[src/rtl/delta2_acc.sv]
// rtl/delta2_acc.sv - hidden-layer delta2: sum of w3*delta3 over N_OUT beats, scaled by dadz2
module delta2_acc #(
  parameter int N_OUT = 3,
  parameter int ACC_W = 32 + $clog2(N_OUT) + 1
) (
  input  logic        clk,
  input  logic        res,
  input  logic        start_i,
  input  logic [15:0] dadz2_i,
  input  logic        in_valid_i,
  input  logic [15:0] w3_i,
  input  logic [15:0] delta3_i,
  output logic        in_ready_o,
  output logic        busy_o,
  output logic [15:0] delta2_o,
  output logic        valid_o
);

  localparam int CNT_W = (N_OUT > 1) ? $clog2(N_OUT) : 1;

  typedef enum logic [1:0] {
    S_IDLE  = 2'd0,
    S_ACC   = 2'd1,
    S_SCALE = 2'd2
  } state_t;

  state_t             r_state;
  state_t             w_state_nx;
  logic [ACC_W-1:0]   r_acc;
  logic [CNT_W-1:0]   r_cnt;
  logic [15:0]        r_dadz2;
  logic [15:0]        r_delta2;
  logic               r_valid;

  logic               w_last;
  logic [31:0]        w_prod;
  logic [ACC_W-1:0]   w_prod_ext;
  logic [15:0]        w_sum16;
  logic [31:0]        w_scaled;
  logic               w_unused_bits;

  // Operands are sign-extended to 32 bits so the low 32 bits of the product are the signed product.
  assign w_prod     = {{16{w3_i[15]}}, w3_i} * {{16{delta3_i[15]}}, delta3_i};
  assign w_prod_ext = {{(ACC_W-32){w_prod[31]}}, w_prod};
  assign w_last     = (r_cnt == CNT_W'(N_OUT - 1));

  // Back to Q6.10 by truncation; bits above 25 are dropped on purpose (wrap, no saturation).
  assign w_sum16  = r_acc[25:10];
  assign w_scaled = {{16{w_sum16[15]}}, w_sum16} * {{16{r_dadz2[15]}}, r_dadz2};

  assign w_unused_bits = ^{w_scaled[31:26], w_scaled[9:0], r_acc[ACC_W-1:26], r_acc[9:0]};

  assign delta2_o = r_delta2;
  assign valid_o  = r_valid;

  // State register.
  always_ff @(posedge clk or posedge res) begin
    if (res) begin
      r_state <= S_IDLE;
    end else begin
      r_state <= w_state_nx;
    end
  end

  // Next-state and state-decoded handshake outputs.
  always_comb begin
    w_state_nx = r_state;
    in_ready_o = 1'b0;
    busy_o     = 1'b1;
    case (r_state)
      S_IDLE: begin
        busy_o = 1'b0;
        if (start_i) w_state_nx = S_ACC;
      end
      S_ACC: begin
        in_ready_o = 1'b1;
        if (in_valid_i && w_last) w_state_nx = S_SCALE;
      end
      S_SCALE: begin
        w_state_nx = S_IDLE;
      end
      default: begin
        w_state_nx = S_IDLE;
      end
    endcase
  end

  // Datapath: latch dadz2 on start, accumulate accepted beats, register the scaled result.
  always_ff @(posedge clk or posedge res) begin
    if (res) begin
      r_acc    <= '0;
      r_cnt    <= '0;
      r_dadz2  <= '0;
      r_delta2 <= '0;
      r_valid  <= 1'b0;
    end else begin
      r_valid <= 1'b0;
      case (r_state)
        S_IDLE: begin
          if (start_i) begin
            r_dadz2 <= dadz2_i;
            r_acc   <= '0;
            r_cnt   <= '0;
          end
        end
        S_ACC: begin
          if (in_valid_i) begin
            r_acc <= r_acc + w_prod_ext;
            r_cnt <= r_cnt + CNT_W'(1);
          end
        end
        S_SCALE: begin
          r_delta2 <= w_scaled[25:10];
          r_valid  <= 1'b1;
        end
        default: ;
      endcase
    end
  end

endmodule

[config.mk]
export PLATFORM = sky130hd
export DESIGN_NAME = delta2_acc
export DESIGN_NICKNAME = d
export VERILOG_FILES = /design/src/rtl/delta2_acc.sv
export SDC_FILE = /design/constraint.sdc
export NUM_CORES = 1
export LEC_CHECK = 0
export ABC_AREA = 1
export CAP_MARGIN = 25
export CELL_PAD_IN_SITES_DETAIL_PLACEMENT = 1
export CELL_PAD_IN_SITES_GLOBAL_PLACEMENT = 2
export CORE_MARGIN = 10
export CORE_UTILIZATION = 35
export CTS_CLUSTER_DIAMETER = 100
export DETAILED_ROUTE_END_ITERATION = 10
export HOLD_SLACK_MARGIN = 0.12
export MAX_ROUTING_LAYER = met4
export PLACE_DENSITY_LB_ADDON = 0.1
export REMOVE_ABC_BUFFERS = 1
export SYNTH_ARGS = -nofsm -noshare
export SYNTH_HDL_FRONTEND = slang
export SYNTH_SLANG_ARGS = --single-unit
export TNS_END_PERCENT = 50
[constraint.sdc]
create_clock -name clk -period 5.4 [get_ports clk]
set_input_delay 1.08 -clock clk [delete_from_list [all_inputs] [get_ports clk]]
set_output_delay 1.08 -clock clk [all_outputs]
set_load 0.005 [all_outputs]
## Yosys cells after proc, flatten, opt, wreduce, memory -nomap -nowiden

Cells that the tools add are included.

- Add/subtract/negate cells: 2
- $mul: 2
- Equality and inequality tests: 6
- Muxes and demuxes: 12
- Reductions and logical operators: 6

Operator list:

| operator | number |
|---|---|
| $mux W35 | 2 |
| $pmux W35 S2 | 1 |
| $add A35 B35 Y35 | 1 |
| $mul A16 B16 Y32 | 1 |
| $mul A16 B16 Y26 | 1 |
| $mux W2 | 4 |
| $pmux W2 S2 | 2 |
| $ne A2 B2 Y1 const B | 3 |
| $eq A2 B2 Y1 const B | 2 |
| $reduce_and A2 Y1 | 2 |
| $mux W1 | 3 |
| $reduce_and A3 Y1 | 1 |
| $add A2 B1 Y2 const B | 1 |
| $eq A2 B1 Y1 const B | 1 |
| $logic_not A2 Y1 | 1 |
| $reduce_bool A2 Y1 | 1 |
| $logic_and A1 B1 Y1 | 1 |

- Register bits: 72
- Output and inout port bits: 19
- Word-level logic and storage cells: 34

## Longest topological paths before layout

Gate-level depths: netlist (run 1).

- Depth in word-level cells: 4
- Gate-level depth with buffers: 35
- Mapped depth without buffers: 33

## Least setup slack after synthesis (run 1)

OpenSTA, ideal clock, no wires.

- Path type: input port to flip-flop
- Start: input port delta3_i[1]
- End: register r_acc[20]
- Library setup time: 0.129 ns
- Arrival: 7.254 ns
- Required time: 5.271 ns
- Setup slack: -1.983 ns
- Cell stages on the path: 33
- Cell sequence: clkbuf_1 > clkbuf_1 > nand2_1 > fa_1 > fa_1 > fa_1 > inv_1 > fa_1 > fa_1 > inv_1 > fa_1 > inv_1 > ha_1 > nand2_1 > nand2_1 > a31oi_1 > o21ai_0 > a31o_2 > nand2_1 > nand2_1 > xor2_1 > ha_1 > nand2_1 > nor2_1 > inv_1 > nor3_1 > nand4_1 > nand3_1 > nand2_1 > nand3_1 > a21oi_1 > o21ai_0 > o21ai_0

- Cells in the longest elaborated chain, start to end: 4

RTL lines:

| element | RTL line | RTL |
|---|---|---|
| start: declaration | 12 | `input logic [15:0] delta3_i,` |
| $mul A16 B16 Y32 | 43 | `assign w_prod = {{16{w3_i[15]}}, w3_i} * {{16{delta3_i[15]}}, delta3_i};` |
| $add A35 B35 Y35 | 108 | `r_acc <= r_acc + w_prod_ext;` |
| $mux W35 | 107 | `if (in_valid_i) begin` |
| $pmux W35 S2 | 98 | `case (r_state)` |
| end signal: assignment | 108 |  |
| end: declaration | 29 | `logic [ACC_W-1:0] r_acc;` |

No other way between the ends. The select of a mux whose other input is x is not followed.
A chain may end at the register's enable or synchronous reset.

## Final worst setup path (run 1)

- Start: input port w3_i[6]
- End: register r_acc[23]

- Cells in the longest elaborated chain, start to end: 4

RTL lines:

| element | RTL line | RTL |
|---|---|---|
| start: declaration | 11 | `input logic [15:0] w3_i,` |
| $mul A16 B16 Y32 | 43 |  |
| $add A35 B35 Y35 | 108 |  |
| $mux W35 | 107 |  |
| $pmux W35 S2 | 98 |  |

No other way between the ends. The select of a mux whose other input is x is not followed.

==> results of run 1 <==
-- flip-flops by register name (all words and copies together), names as in the netlist --
register,cells
r_dadz2,16
r_state,2
r_acc,26
r_cnt,2
delta2_o,16
valid_o,1
-- kinds of logic after synthesis --
family                   Yosys count  share of synthesized area
flip-flops                        63                    0.07537
AND/OR/NAND/NOR                  917                     0.1754
buffers and inverters            929                     0.1671
XOR/XNOR                          48                    0.02082
adder cells (fa/ha/maj)          591                     0.5036
AO/OA/AOI/OAI                    186                    0.04965
multiplexers                      15                   0.008076
-- per-layer routing --
layer / track usage / wire length [µm] / vias to the layer above
li1: - / - / 8768
met1: 0.2233 / 28130 / 9491
met2: 0.4042 / 39600 / 169
met3: 0.008888 / 644 / 80
met4: 0.04644 / 1457 / 0
met5: - / 0 / -
-- Yosys cell counts (all sizes together), types with 6 or more instances --
master,count,share of area
xnor2,20,0.0087
o21ai,61,0.015
fa,418,0.40
o31ai,6,0.0022
a21o,7,0.0025
xor2,28,0.012
ha,173,0.10
mux2,15,0.0081
inv,820,0.15
nor2,65,0.012
a21oi,77,0.018
buf,6,0.0014
or2,14,0.0042
a31oi,16,0.0048
nand4,12,0.0036
nand2,725,0.13
nand3,75,0.018
clkbuf,103,0.019
dfrtp,63,0.075
nor3,17,0.0043
-- path summary, 6_finish.rpt --
check,endpoint
min in group asynchronous,r_dadz2[0]$_DFFE_PP0P_
max in group asynchronous,r_acc[15]$_DFFE_PP0P_
hold / removal,delta2_o[4]$_DFFE_PP0P_
hold reg to reg,delta2_o[4]$_DFFE_PP0P_
setup reg to reg,delta2_o[15]$_DFFE_PP0P_
setup / recovery,r_acc[23]$_DFFE_PP0P_
-- metrics by stage --
stage	setup TNS, ps	cell area (µm²)	instances
after CTS	-23800	27350	3938
after global placement	-45100	25230	3865
after floorplan	-18780	20500	2640
after global routing	-30740	28020	3959
after detailed placement	-49380	25230	3865
final	-22740	28020	3959
-- worst reg2reg max path: stages (launching register included) --
cell and delay (ps):
dfrtp_2 490, buf_4 200, nand2_1 90, inv_1 100, fa_1 540, fa_1 560
inv_1 80, fa_1 470, fa_1 570, fa_1 440, fa_1 530, inv_1 50
ha_1 320, a21oi_1 170, inv_1 90, a21oi_1 160, nor2_1 70, nor3_1 220
nand3_1 190, inv_1 90, nand2_1 60, nand3_1 60, nand2_1 60
-- layout by cell type, fill, tap and decap left out, drive strengths merged, types with 2 or more instances in the layout --
| master | n |
|---|---|
| a32o | 2 |
| clkdlybuf4s50 | 39 |
| o221ai | 2 |
| inv | 822 |
| ha | 173 |
| o22ai | 4 |
| a21oi | 77 |
| nand3b | 3 |
| a21o | 7 |
| and2 | 2 |
| nand2 | 725 |
| clkbuf | 13 |
| or2 | 14 |
| xnor2 | 20 |
| nand3 | 75 |
| fa | 418 |
| a31oi | 16 |
| nor4 | 4 |
| buf | 487 |
| xor2 | 28 |
| a211oi | 5 |
| o31ai | 6 |
| o21ai | 61 |
| nand4 | 12 |
| dfrtp | 63 |
| o21bai | 3 |
| mux2 | 15 |
| nor3 | 17 |
| nor2 | 65 |
-- area by class of cell --
class,instances,share of cell area
clock buffer,11,0.009020
clock inverter,5,0.002277
inverter,820,0.1100
multi-input combinational,1757,0.6204
sequential,63,0.05693
tap,773,0.03452
timing repair buffer,530,0.1668
-- timing repair --
item	in CTS	in global routing
endpoints found under the setup margin	33	35
pin swaps	201	135
gates resized for setup	493	169
endpoints found under the hold margin	0	0
setup buffers	58	27
gates cloned	0	0
==> impl_metrics.json, run 1 <==
{
  "ys.warnings.count": 0,
  "clk_latency_ps": 380,
  "cp.required_ps": 5660,
  "maxSlewViolCount": 0,
  "gp_congestion": 0.8867,
  "syn-instance-count": 2749,
  "fp.coreArea_um2": 59130,
  "clk_path_buf_depth": 2,
  "period_needed_ps": 6880,
  "async_reset_ff_frac": 1.000,
  "cp-end-kind": "flop",
  "num_rows": 89,
  "drtPass1Iterations": 4,
  "initial_core_util": 0.3537,
  "viasPerCell": 4.675,
  "synth_edf_count": 0,
  "synth_flop_cell": "dfrtp_1",
  "maxSlewHeadroom": 0.3867,
  "utilization": 0.4739,
  "finalNetCount": 3824,
  "fin_crit_sh": 1.274,
  "cpPeakStageDelay_ps": 540,
  "die_width_um": 264.5,
  "clock_skew_ps": 11.64,
  "antenna_left": 0,
  "violations": "setup timing",
  "regToRegStartpoint": "r_dadz2[4]$_DFFE_PP0P_",
  "crit_fanout": 6,
  "hold_path.class": "flop to flop",
  "synth.yosys.seq_area_share": 0.07537,
  "routed-via-count": 18510,
  "grt_pass1_vias": 21560,
  "r2r_slack_ps": -300,
  "area_delta_synth_final_pct": 33.97,
  "nFillCells": 7118,
  "arrival_ps": 7140,
  "cts_buffers": 9,
  "drc": 0,
  "ys_types": 41,
  "clkSinkCount": 63,
  "drtIter0Drc": 564,
  "timing.critical_path.buf_inv": 9,
  "port_buffers": 70,
  "criticalPathCategory": "primary input to flop",
  "gr-total-overflow": 0,
  "rr_worst_depth": 22,
  "critPathLaunch": "w3_i[6]",
  "layout-drive-gt1-share": 0.2668,
  "synth_seq_cells": 63,
  "critPathMostFrequentCell": "fa_1",
  "slowest_stage": "fa_1",
  "max_cap_violations": 0,
  "syn_avg_cell_area_um2": 7.609,
  "max_freq_mhz": 145.3,
  "register_area_um2": 1595,
  "multi_input_area_um2": 17380,
  "wire_per_inst_um": 17.64,
  "root_buffer": "clkbuf_16",
  "hold_depth": 2,
  "grt_max_degree": 34,
  "critPathTopFamily": "adder cells",
  "clk_pin_slew_ps": 70,
  "setup_viol": 27,
  "cts-hold-fix-buffers": 0,
  "wl_um": 69830,
  "cts-htree-levels": 3,
  "place_hpwl_um": 59160,
  "grt_usage": 0.2055,
  "antenna_found_initial": 0,
  "n_antenna_cell": 0,
  "grt_pass1_wl_um": 112300,
  "worstSetupStartpointType": "primary input",
  "hold_start": "delta2_o[4]$_DFFE_PP0P_",
  "whs_ps": 483.5,
  "worst_pin_slew_ps": 917.7,
  "ios": 71,
  "crit_cells": 33,
  "setup_slack_ps": -1480,
  "die_h_um": 264.5,
  "pre_cts_ws_ps": -2789,
  "rsz0062_at_grt": "true",
  "status": "finished, violations left",
  "netlist_area_um2": 20920,
  "hold_viol_final": 0,
  "cts_tree": "yes",
  "die_area_um2": 69940
}
Power of run 1 is left out: the tool's default activity adds up to more than one toggle a clock period on the data nets, which glitch-free logic cannot reach.
==> inputs of run 2 (changes only) <==
--- a/config.mk
+++ b/config.mk
@@ -10,9 +10,10 @@
 export CELL_PAD_IN_SITES_DETAIL_PLACEMENT = 1
 export CELL_PAD_IN_SITES_GLOBAL_PLACEMENT = 2
 export CORE_MARGIN = 10
-export CORE_UTILIZATION = 35
+export CORE_UTILIZATION = 39
 export CTS_CLUSTER_DIAMETER = 100
 export DETAILED_ROUTE_END_ITERATION = 10
+export GPL_ROUTABILITY_DRIVEN = 0
 export HOLD_SLACK_MARGIN = 0.12
 export MAX_ROUTING_LAYER = met4
 export PLACE_DENSITY_LB_ADDON = 0.1
==> constraint.sdc (replaced) <==
create_clock -name clk -period 7.83 [get_ports clk]
set_input_delay 1.566 -clock clk [delete_from_list [all_inputs] [get_ports clk]]
set_output_delay 1.566 -clock clk [all_outputs]
set_load 0.005 [all_outputs]
==> impl_metrics.json, run 2 (synthesized netlist as in run 1, its figures left out) <==
{
  "status": "finished, final reports clean",
  "drc": 0,
  "placed_cells": 3613,
  "nFillCells": 6468,
  "period_needed_ps": 7615,
  "cts_buffers": 9,
  "layout_commonest_cell": "inv_1",
  "hold_start": "delta2_o[15]$_DFFE_PP0P_",
  "criticalPathCategory": "primary input to flop",
  "clock_skew_ps": 8.637,
  "ios": 71,
  "critPathMostFrequentCell": "fa_1",
  "layout-drive-gt1-share": 0.1489,
  "die_width_um": 251.6,
  "wire_per_inst_um": 17.80,
  "root_buffer": "clkbuf_16",
  "crit_fanout": 7,
  "grt_max_degree": 64,
  "grt_pass1_vias": 20140,
  "hold_path.class": "flop to flop",
  "clkSinkCount": 63,
  "hold_viol_final": 0,
  "critPathLaunch": "w3_i[4]",
  "max_cap_violations": 0,
  "clk_path_buf_depth": 2,
  "max_freq_mhz": 131.3,
  "maxSlewViolCount": 0,
  "largest_register_ffs": 26,
  "final_cell_mix": "inv_1, nand2_1, fa_1",
  "worstSetupStartpointType": "primary input",
  "fp.coreArea_um2": 52870,
  "finalNetCount": 3613,
  "setup_viol": 0,
  "drtPass1Iterations": 5,
  "cpPeakStageDelay_ps": 560,
  "grt_usage": 0.2127,
  "antenna_left": 0,
  "die_area_um2": 63300,
  "clk_pin_slew_ps": 70,
  "viasPerCell": 4.851,
  "wl_um": 65200,
  "initial_core_util": 0.3956,
  "arrival_ps": 7860,
  "routed-via-count": 17770,
  "clk_latency_ps": 360,
  "cts_tree": "yes",
  "grt_pass1_wl_um": 105700,
  "port_buffers": 70,
  "antenna_found_initial": 0,
  "n_antenna_cell": 0,
  "place_hpwl_um": 54920,
  "num_rows": 84,
  "cts-htree-levels": 3,
  "cts-hold-fix-buffers": 0,
  "regToRegStartpoint": "r_dadz2[2]$_DFFE_PP0P_",
  "slowest_stage": "fa_1",
  "die_h_um": 251.6,
  "worst_pin_slew_ps": 943.9,
  "drtIter0Drc": 668,
  "cp.required_ps": 8080,
  "area_delta_synth_final_pct": 19.72,
  "regMostFlops": "r_acc",
  "gr-total-overflow": 0,
  "maxSlewHeadroom": 0.3707,
  "stdcell_count": 3663,
  "fin_crit_sh": 0.9726,
  "cp-end-kind": "flop",
  "rsz0062_at_grt": "true"
}
==> run 2: layout make-up <==
type | count | area (µm²) | area share
repair buffers | 319 | 2820 | 0.1126
clock buffers | 9 | 225.2 | 0.008994
well taps | 688 | 860.8 | 0.03438
flip-flops and latches | 63 | 1577 | 0.06296
multi-input cells | 1757 | 16400 | 0.6551
clock inverters | 7 | 75.07 | 0.002998
inverters | 820 | 3078 | 0.1229
==> run 2: metrics by stage <==
| step | cell area, µm² | setup TNS [ps] | hold WS, ps | utilization | setup slack, ps |
|---|---|---|---|---|---|
| after floorplan | 20500 | 0 | 455.5 | - | 458.3 |
| after global routing | 25040 | -529.1 | 508.5 | 0.4737 | -139.1 |
| after CTS | 24620 | 0 | 487.1 | 0.4658 | 1.730 |
| after detailed placement | 23760 | -8389 | 467.7 | 0.4495 | -799.5 |
| final | 25040 | 0 | 484.2 | 0.4737 | 214.9 |
| after global placement | 23760 | -6238 | 464.9 | 0.4495 | -568.2 |
==> run 2: layer usage <==
layer / track usage / routed length (µm)
met1: 0.2735 / 29110
met2: 0.3648 / 32630
met3: 0.01686 / 2378
met4: 0.04051 / 1073
met5: - / 0
==> run 2: final timing paths <==
path | endpoint | slack, ps | depth (start not counted)
min reg2reg | delta2_o[15]$_DFFE_PP0P_ | 480 | 2
max in group asynchronous | delta2_o[10]$_DFFE_PP0P_ | 5390 | 3
min in group asynchronous | r_state[1]$_DFFE_PP0P_ | 1810 | 3
max | r_acc[23]$_DFFE_PP0P_ | 210 | 30
min | delta2_o[15]$_DFFE_PP0P_ | 480 | 2
max reg2reg | delta2_o[13]$_DFFE_PP0P_ | 1520 | 20
==> run 2: timing repair <==
item,4_1_cts,5_1_grt
buffers inserted,17,17
resized for setup,123,123
pin swaps,65,84
setup endpoints to repair,13,14
gates cloned,0,3
==> run 2: critical path, delay by kind of cell <==
kind	cells	cell delay, ps
AOI/OAI and AO/OA	3	250
adders and majority gates	8	3700
xor gates and xnor gates	1	130
and+or+nand+nor	10	1470
buffers and inverters	8	740
Power of run 2 is left out for the same reason.
